## src/rtl/nonce_report_tx.sv

```systemverilog
// Nonce report transmitter: queues golden nonces and serialises each as a
// 12-byte NONCE_FOUND frame (header, nonce, reflected CRC-32) onto the UART TX byte stream.
module nonce_report_tx #(
  parameter int          FIFO_DEPTH      = 8,
  parameter logic [7:0]  MSG_NONCE_FOUND = 8'd6
) (
  input  logic        clk,
  input  logic        reset_n,
  input  logic        nonce_we,
  input  logic [31:0] nonce,
  input  logic        tx_ready,
  output logic        tx_we,
  output logic [7:0]  tx_data,
  output logic        frame_active,
  output logic [6:0]  fifo_count,
  output logic [7:0]  drop_count
);

  localparam int          AW       = (FIFO_DEPTH > 1) ? $clog2(FIFO_DEPTH) : 1;
  localparam logic [31:0] CRC_POLY = 32'hEDB8_8320;
  localparam logic [31:0] CRC_INIT = 32'hFFFF_FFFF;
  localparam logic [3:0]  LAST_IDX = 4'd11;

  typedef enum logic {ST_IDLE = 1'b0, ST_SEND = 1'b1} state_e;

  function automatic logic [31:0] crc32_byte(input logic [31:0] crc_in, input logic [7:0] data);
    logic [31:0] c;
    c = crc_in ^ {24'd0, data};
    for (int i = 0; i < 8; i++) begin
      c = c[0] ? ((c >> 1) ^ CRC_POLY) : (c >> 1);
    end
    return c;
  endfunction

  function automatic logic [7:0] frame_byte(input logic [3:0] idx, input logic [31:0] n,
                                            input logic [31:0] crc);
    logic [7:0] b;
    case (idx)
      4'd0:    b = 8'h0C;
      4'd1:    b = 8'h00;
      4'd2:    b = 8'h00;
      4'd3:    b = MSG_NONCE_FOUND;
      4'd4:    b = n[7:0];
      4'd5:    b = n[15:8];
      4'd6:    b = n[23:16];
      4'd7:    b = n[31:24];
      4'd8:    b = crc[7:0];
      4'd9:    b = crc[15:8];
      4'd10:   b = crc[23:16];
      4'd11:   b = crc[31:24];
      default: b = 8'h00;
    endcase
    return b;
  endfunction

  logic [31:0]   mem_q [FIFO_DEPTH];
  logic [AW-1:0] wr_ptr_q, rd_ptr_q;
  logic [6:0]    count_q, count_d;
  logic [7:0]    drop_q, drop_d;
  state_e        state_q, state_d;
  logic [31:0]   nonce_q, nonce_d;
  logic [31:0]   crc_q, crc_d;
  logic [3:0]    idx_q, idx_d;
  logic          tx_we_q, tx_we_d;
  logic [7:0]    tx_data_q, tx_data_d;
  logic          frame_active_q, frame_active_d;
  logic          full_s, pop_s, push_s, drop_s;
  logic [7:0]    byte_s;

  // A pop frees a slot in the same edge, so a push onto a full FIFO being popped is kept.
  always_comb begin
    full_s = (count_q == 7'(FIFO_DEPTH));
    pop_s  = (state_q == ST_IDLE) && (count_q != 7'd0);
    push_s = nonce_we && (!full_s || pop_s);
    drop_s = nonce_we && full_s && !pop_s;
    case ({push_s, pop_s})
      2'b10:   count_d = count_q + 7'd1;
      2'b01:   count_d = count_q - 7'd1;
      default: count_d = count_q;
    endcase
    if (drop_s && (drop_q != 8'hFF)) begin
      drop_d = drop_q + 8'd1;
    end else begin
      drop_d = drop_q;
    end
  end

  always_ff @(posedge clk) begin
    if (push_s) begin
      mem_q[wr_ptr_q] <= nonce;
    end
  end

  always_ff @(posedge clk) begin
    if (!reset_n) begin
      wr_ptr_q <= '0;
      rd_ptr_q <= '0;
      count_q  <= 7'd0;
      drop_q   <= 8'd0;
    end else begin
      if (push_s) wr_ptr_q <= wr_ptr_q + AW'(1);
      if (pop_s)  rd_ptr_q <= rd_ptr_q + AW'(1);
      count_q <= count_d;
      drop_q  <= drop_d;
    end
  end

  always_ff @(posedge clk) begin
    if (!reset_n) begin
      state_q <= ST_IDLE;
    end else begin
      state_q <= state_d;
    end
  end

  always_comb begin
    state_d = state_q;
    case (state_q)
      ST_IDLE: begin
        if (pop_s) state_d = ST_SEND;
        else       state_d = ST_IDLE;
      end
      ST_SEND: begin
        if (tx_ready && (idx_q == LAST_IDX)) state_d = ST_IDLE;
        else                                 state_d = ST_SEND;
      end
      default: state_d = ST_IDLE;
    endcase
  end

  // CRC only folds bytes 0-7; bytes 8-11 read the then-frozen CRC register.
  always_comb begin
    tx_we_d        = 1'b0;
    tx_data_d      = tx_data_q;
    nonce_d        = nonce_q;
    crc_d          = crc_q;
    idx_d          = idx_q;
    frame_active_d = 1'b0;
    byte_s         = frame_byte(idx_q, nonce_q, crc_q);
    case (state_q)
      ST_IDLE: begin
        if (pop_s) begin
          nonce_d        = mem_q[rd_ptr_q];
          crc_d          = CRC_INIT;
          idx_d          = 4'd0;
          frame_active_d = 1'b1;
        end else begin
          frame_active_d = 1'b0;
        end
      end
      ST_SEND: begin
        frame_active_d = 1'b1;
        if (tx_ready) begin
          tx_we_d   = 1'b1;
          tx_data_d = byte_s;
          idx_d     = idx_q + 4'd1;
          if (idx_q < 4'd8) crc_d = crc32_byte(crc_q, byte_s);
          else              crc_d = crc_q;
        end else begin
          tx_we_d = 1'b0;
        end
      end
      default: frame_active_d = 1'b0;
    endcase
  end

  always_ff @(posedge clk) begin
    if (!reset_n) begin
      tx_we_q        <= 1'b0;
      tx_data_q      <= 8'd0;
      frame_active_q <= 1'b0;
      nonce_q        <= 32'd0;
      crc_q          <= CRC_INIT;
      idx_q          <= 4'd0;
    end else begin
      tx_we_q        <= tx_we_d;
      tx_data_q      <= tx_data_d;
      frame_active_q <= frame_active_d;
      nonce_q        <= nonce_d;
      crc_q          <= crc_d;
      idx_q          <= idx_d;
    end
  end

  assign tx_we        = tx_we_q;
  assign tx_data      = tx_data_q;
  assign frame_active = frame_active_q;
  assign fifo_count   = count_q;
  assign drop_count   = drop_q;

endmodule

```

## config.mk

```make
export PLATFORM = sky130hd
export DESIGN_NAME = nonce_report_tx
export DESIGN_NICKNAME = d
export VERILOG_FILES = /design/src/rtl/nonce_report_tx.sv
export SDC_FILE = /design/constraint.sdc
export NUM_CORES = 1
export LEC_CHECK = 0
export CAP_MARGIN = 15
export CORE_ASPECT_RATIO = 1.5
export CORE_MARGIN = 2
export CORE_UTILIZATION = 30
export DETAILED_ROUTE_END_ITERATION = 8
export PLACE_DENSITY = 0.56
export REMOVE_ABC_BUFFERS = 1
export SLEW_MARGIN = 10
export SYNTH_ARGS = -nofsm -noshare
export SYNTH_HDL_FRONTEND = slang
export SYNTH_SLANG_ARGS = --single-unit
```

## constraint.sdc

```tcl
create_clock -name clk -period 4.7 [get_ports clk]
set_clock_uncertainty 0.05 [all_clocks]
set_input_delay 0.94 -clock clk [delete_from_list [all_inputs] [get_ports clk]]
set_output_delay 0.94 -clock clk [all_outputs]
set_load 0.02 [all_outputs]
```

; ---- After elaboration in Yosys (flattened, before gate mapping)
; Memories as Yosys holds them, arrays and structs flattened. A register that Yosys moved wholly into a read port is not among the register bits.
; Cells that the tools add are included.
[classes]
addsub = 6
magnitude_cmp = 1
eq_ne = 16
muxes = 24
bitwise_logic = 10
reduce_logical = 18
[ops]
columns = operator, n
row1 = 2-to-1 mux 32 bit, 11
row2 = inverter 13 -> 14 bit, 8
row3 = one-hot mux 8 bit (10 select lines), 1
row4 = one-hot mux 32 bit (2 select lines), 1
row5 = XOR 32 x 8 -> 32 bit, 1
row6 = equality test 4 x 3 -> 1 bit (second input constant), 4
row7 = equality test 4 bit (second input constant), 4
row8 = one-hot mux 7 bit (2 select lines), 1
row9 = adder 8 x 1 -> 8 bit (second input constant), 1
row10 = 2-to-1 mux 4 bit, 2
row11 = inequality test 8 bit (second input constant), 1
row12 = one-hot mux 4 bit (2 select lines), 1
row13 = AND reduction 2 bit, 4
row14 = adder 7 x 1 -> 7 bit (second input constant), 1
row15 = equality test 7 x 4 -> 1 bit (second input constant), 1
row16 = nonzero test 7 bit, 1
row17 = subtractor 7 x 1 -> 7 bit (second input constant), 1
row18 = adder 3 x 1 -> 3 bit (second input constant), 2
row19 = logical AND 1 bit, 6
row20 = 2-to-1 mux 1 bit, 5
row21 = adder 4 x 1 -> 4 bit (second input constant), 1
row22 = equality test 4 x 2 -> 1 bit (second input constant), 1
row23 = logical NOT 4 bit, 1
row24 = less-than comparator 4 bit (second input constant), 1
row25 = 10 further kinds, 14
[word_totals]
register_bits = 68
ramBits = 256
inputBits = 36
out_inout_bits = 25
elab_cells = 86
memories = 1
[mem_list]
columns = name, depth, width, read_ports, rd_ports_with_merged_regs, write_ports, line_no
row1 = mem_q, 8, 32, 1, 1, 1, 56  ; logic [31:0] mem_q [FIFO_DEPTH];

; ---- Depth between registers and ports, before layout
[depth]
ltp_word = 22
mapped_depth = 19
depth_no_buf = 16

; ---- Worst setup path after synthesis
; Ideal clock, no wire load.
[synth_path]
path_type = input to register
startpoint = input port nonce_we
endpoint = memory mem_q[0][0] (enable)
t_arrival_ps = 3780
required_ps = 4189
path_slack_ps = 409
path_stages = 4
path_buffers = 0
cell_sequence = nor2b_1 > inv_1 > or2_2 > nor3_1
[synth_between]
elab_chain_cells = 3
[synth_rtl]
columns = item, line_no
row1 = start: declaration, 9  ; input logic nonce_we,
row2 = logical AND 1 bit, 74  ; push_s = nonce_we && (!full_s || pop_s);
row3 = 2-to-1 mux 1 bit, 89  ; if (push_s) begin
row4 = 2-to-1 mux 1 bit (not written as such), 90  ; mem_q[wr_ptr_q] <= nonce;
row5 = end: declaration, 56
; No other way between the ends.

; ---- Worst setup path in the final report
[layout_path]
startpoint = register idx_q[0]
endpoint = register crc_q[25]
[layout_between]
elab_chain_cells = 18
word_cells_on_any_way = 31
cone_classes = order compare: 1 / eq/ne: 10 / mux: 12 / bitwise: 6 / reduce/logical: 2
[layout_rtl]
columns = item, line_no
row1 = start: declaration, 63  ; logic [3:0] idx_q, idx_d;
row2 = start signal: assignment, 181  ; idx_q <= idx_d;
row3 = equality test 4 bit (tied with other cells), 38  ; case (idx)
row4 = one-hot mux 8 bit (10 select lines), 38
row5 = XOR 32 x 8 -> 32 bit, 28  ; c = crc_in ^ {24'd0, data};
row6 = 2-to-1 mux 32 bit (2 in series), 30  ; c = c[0] ? ((c >> 1) ^ CRC_POLY) : (c >> 1);
row7 = inverter 13 -> 14 bit (no source line), n/a
row8 = 2-to-1 mux 32 bit, 30
row9 = inverter 13 -> 14 bit (no source line), n/a
row10 = 2-to-1 mux 32 bit (2 in series), 30
row11 = inverter 13 -> 14 bit (no source line), n/a
row12 = 2-to-1 mux 32 bit, 30
row13 = inverter 13 -> 14 bit (no source line), n/a
row14 = 2-to-1 mux 32 bit (2 in series), 30
row15 = 2-to-1 mux 32 bit, 157  ; if (idx_q < 4'd8) crc_d = crc32_byte(crc_q, byte_s);
row16 = 2-to-1 mux 32 bit, 153  ; if (tx_ready) begin
row17 = one-hot mux 32 bit (2 select lines), 140  ; case (state_q)
row18 = end signal: assignment, 180  ; crc_q <= crc_d;
row19 = end: declaration, 62  ; logic [31:0] crc_q, crc_d;
; Several ways; a longest one is shown, not always the timed one. The select of a mux whose other input is x is not followed.
; A chain may end at the register's enable or synchronous reset.

==> results.md <==
* Status: finished, final reports clean
* I/O pin total at 61
* Most frequent cells in the layout: 256 x edfxtp_1, 99 x nand2_1, 97 x dfxtp_1, 64 x mux4_2, 59 x clkdlybuf4s50_1
* Total number of clock tree sinks at 356
* Commonest non-fill, non-tap cell in the layout: edfxtp_1
* Sequential area share after synthesis at 0.643
* Crit-path max FO at 7
* Global-route wire length before repair at 52.5 mm
* Root Driver: clkbuf_16
* # Max-Cap Violations at 0
* All-Layer GR Usage at 0.131
* Seq. cell area at between 0.009 and 0.01 mm²
* Compound-Gate Fraction of Synth Area at 0.0812
* Area grow syn2layout at 16.2%
* Setup crit end: crc_q[25]$_SDFFE_PN1P_
* Initial antenna violation count at 1
* Setup violators final at 0
* Gr ovfl total at 0
* R2R Setup Slk at 1.22 ns
* Top sig layer: met4
* Placed instance area at 0.0165 mm²
* Post-CTS Resized at 0
* Leakage at 5.90 nW
* Die ar. at 0.0521 mm²
* Hold-fix buffers at CTS at 0
* Met3 WL post-DR at 1.27 mm
* Hold Vio Cnt, Final at 0
* Main combinational cell family by area after synthesis: multiplexers
* Post-synth ARST share at 0
* Final period util at 0.741
* Number of synthesized flops with an enable pin at roughly 260
* CTS tree: yes
* Finished Layout Cells at between 1.5k and 2k
* Drt pass-1 iters at 5
* Layout cell share with drive strength beyond 1 at 0.172
* Post-synth top area cell: edfxtp_1
* Top cells by area, synth: edfxtp_1 51%, dfxtp_1 13%, mux4_2 9.6%, xnor2_1 2.9%, nand2_1 2.5%
* Clock latency reported for the late side of the worst-skew pair at 0.59 ns
* Drt total wl at 33.9 mm
* WL met2 at 18.3 mm
* Worst Setup SP: idx_q[0]$_SDFFE_PN0P_
* Worst Path Required at about 5.1 ns
* Fin area at 0.0175 mm²
* H-tree levels at 1
* Reg power frac at 0.430
* RSZ-0062 raised after global routing: false
* Area of the multi-input gates at 0.00513 mm²
* Synth cell types at 57
* WL per Instance at approximately 20 µm
* Std-Cell Rows at 100
* Via/cell ratio at between 4 and 5
* Yosys Warn Count at 0
* Mapped Area at 0.0151 mm²
* Synth Area in Adders at 0.0146
* Worst hold path class: flop to flop
* PD cells at 534 mW/mm²
* Combinational power share at 0.292
* Setup Total Neg Slack at 0 ns
* Nets at roughly 1.1k
* Die height at 278 µm
* Critical path type: flop to flop
* DR iter-0 viols at 466
* Floorplan core area at 0.0497 mm²
* Met1 Wirelength at 13.3 mm
* Post-route ant nets at 0
* Critical path arrival at ~4 ns
* Setup bufs post-CTS at 0
* Top_reg_cell synth: edfxtp_1
* Slew @ Worst Pin at 1.08 ns
* Filler cell count at roughly 4.8k
* Reg-to-Reg End: crc_q[25]$_SDFFE_PN1P_
* Vias in the first global route at 8588
* Clock slew at reported path FFs at around 0.070 ns
* Fin. max-slew vios at 0
* Synth top area share at 0.510
* CTS max path bufs at 3
* Simple-Gate Fraction of Synth Area at 0.0497
* Die width at 187 µm
* Maximum vdd drop at 317 µV
* GPL Wtd Cong at 0.799
* Initial Util at 0.303
* Switch share at 0.306
* Crit. End Element: flop
* Largest net degree at the start of global routing at slightly below 70
* Post-Synthesis Cells at 946
* Sw power at 0.00286 W
* DRC at 0
* RR Startpoint: idx_q[0]$_SDFFE_PN0P_
* Layout Utilization at 0.352
* Average size of a mapped cell at ~16 µm²
* Detailed placement HPWL at approximately 21 mm
* Fmax at 287 MHz
* Final Critical Period at roughly 3.5 ns
* Synth Area in XOR/XNOR at 0.0736
* Startpoint types: flop
* # port buffers at 60
* Worst-case reg-to-reg path depth at 10
* P_int at 0.00650 W
* Clock network power share at 0.278
* Register bit total from synthesis at 356
* Vias post-DR at 8067
* Post-synthesis mux area share at 0.118
* Inst Count DP at between 1.5k and 2k
* CTS Buf Count at 31
* Slew margin rel. at 0.277
==> registers in the layout, indices dropped and copies added (netlist names), 3 cells and up <==
register / flops
crc_q: 32
fifo_count: 7
drop_count: 8
idx_q: 4
tx_data: 8
rd_ptr_q: 3
wr_ptr_q: 3
nonce_q: 32
mem_q: 256
==> power by group through the flow <==
stage               clock network [W]  logic (W)  registers, W
CTS                           0.00266    0.00276       0.00403
global route                  0.00277    0.00297       0.00408
detailed placement                  0    0.00275       0.00410
floorplan                           0    0.00207       0.00405
finish                        0.00260    0.00273       0.00403
global placement                    0    0.00272       0.00410
==> worst max-delay path, stage by stage (launching register included) <==
cell,delay [ns]
dfxtp_1,0.42
inv_1,0.09
ha_1,0.23
o21ai_2,0.20
nor2b_1,0.55
buf_4,0.30
a41oi_4,0.07
xnor2_4,0.35
xnor3_2,0.55
xnor3_1,0.35
o22a_1,0.18
==> cell usage after synthesis (all sizes together) (3+ instances only) <==
master	instances
edfxtp	256
dfxtp	100
nand2	99
mux4	64
xnor2	63
clkbuf	35
mux2i	33
o211a	32
a22o	20
buf	20
xor2	20
and2	18
o21ai	17
ha	16
o22a	15
o22ai	15
a21boi	14
inv	14
nor2	14
nand3	12
a21oi	10
a22oi	8
xnor3	7
and3	5
nor2b	5
nor3	5
a222oi	3
a31oi	3
nand4	3
==> cell type report <==
| cell class | instances | share of cell area |
|---|---|---|
| antenna | 1 | 0.000143 |
| clock buffer | 41 | 0.0487 |
| inverter | 14 | 0.00300 |
| multi-input combinational | 521 | 0.293 |
| clock inverter | 17 | 0.0101 |
| timing repair buffer | 83 | 0.0439 |
| sequential | 356 | 0.554 |
| tap | 663 | 0.0474 |
==> worst min path at each step <==
stage	start	endpoint	depth (start not counted)
after floorplan	wr_ptr_q[0]$_SDFFE_PN0P_	wr_ptr_q[0]$_SDFFE_PN0P_	2
after global placement	tx_data[3]$_SDFFE_PN0P_	tx_data[3]$_SDFFE_PN0P_	2
after detailed placement	tx_data[2]$_SDFFE_PN0P_	tx_data[2]$_SDFFE_PN0P_	2
after CTS	tx_data[2]$_SDFFE_PN0P_	tx_data[2]$_SDFFE_PN0P_	2
after global routing	tx_data[0]$_SDFFE_PN0P_	tx_data[0]$_SDFFE_PN0P_	2
final	tx_data[2]$_SDFFE_PN0P_	tx_data[2]$_SDFFE_PN0P_	2
==> metal layers <==
metal  track usage  vias to the layer above
met5             0                        -
met1         0.148                     4119
li1              -                     3744
met3        0.0188                       58
met4        0.0450                        0
met2         0.249                      146
==> logic make-up after synthesis <==
kind of cell / after synthesis
compound gates: 148
flops: 356
mux: 97
buf+inv: 69
xor+xnor: 91
fa+ha+maj: 17
simple gates: 168
==> stage by stage <==
stage                     setup slack (ns)  power (W)  hold slack [ns]
after CTS                             1.17    0.00946            0.423
after floorplan                      0.409    0.00612            0.420
final                                 1.22    0.00936            0.416
after global placement               0.855    0.00682            0.408
after detailed placement             0.786    0.00685            0.414
after global routing                 0.810    0.00982            0.443
No activity file was read; power rests on OpenSTA's default activity.
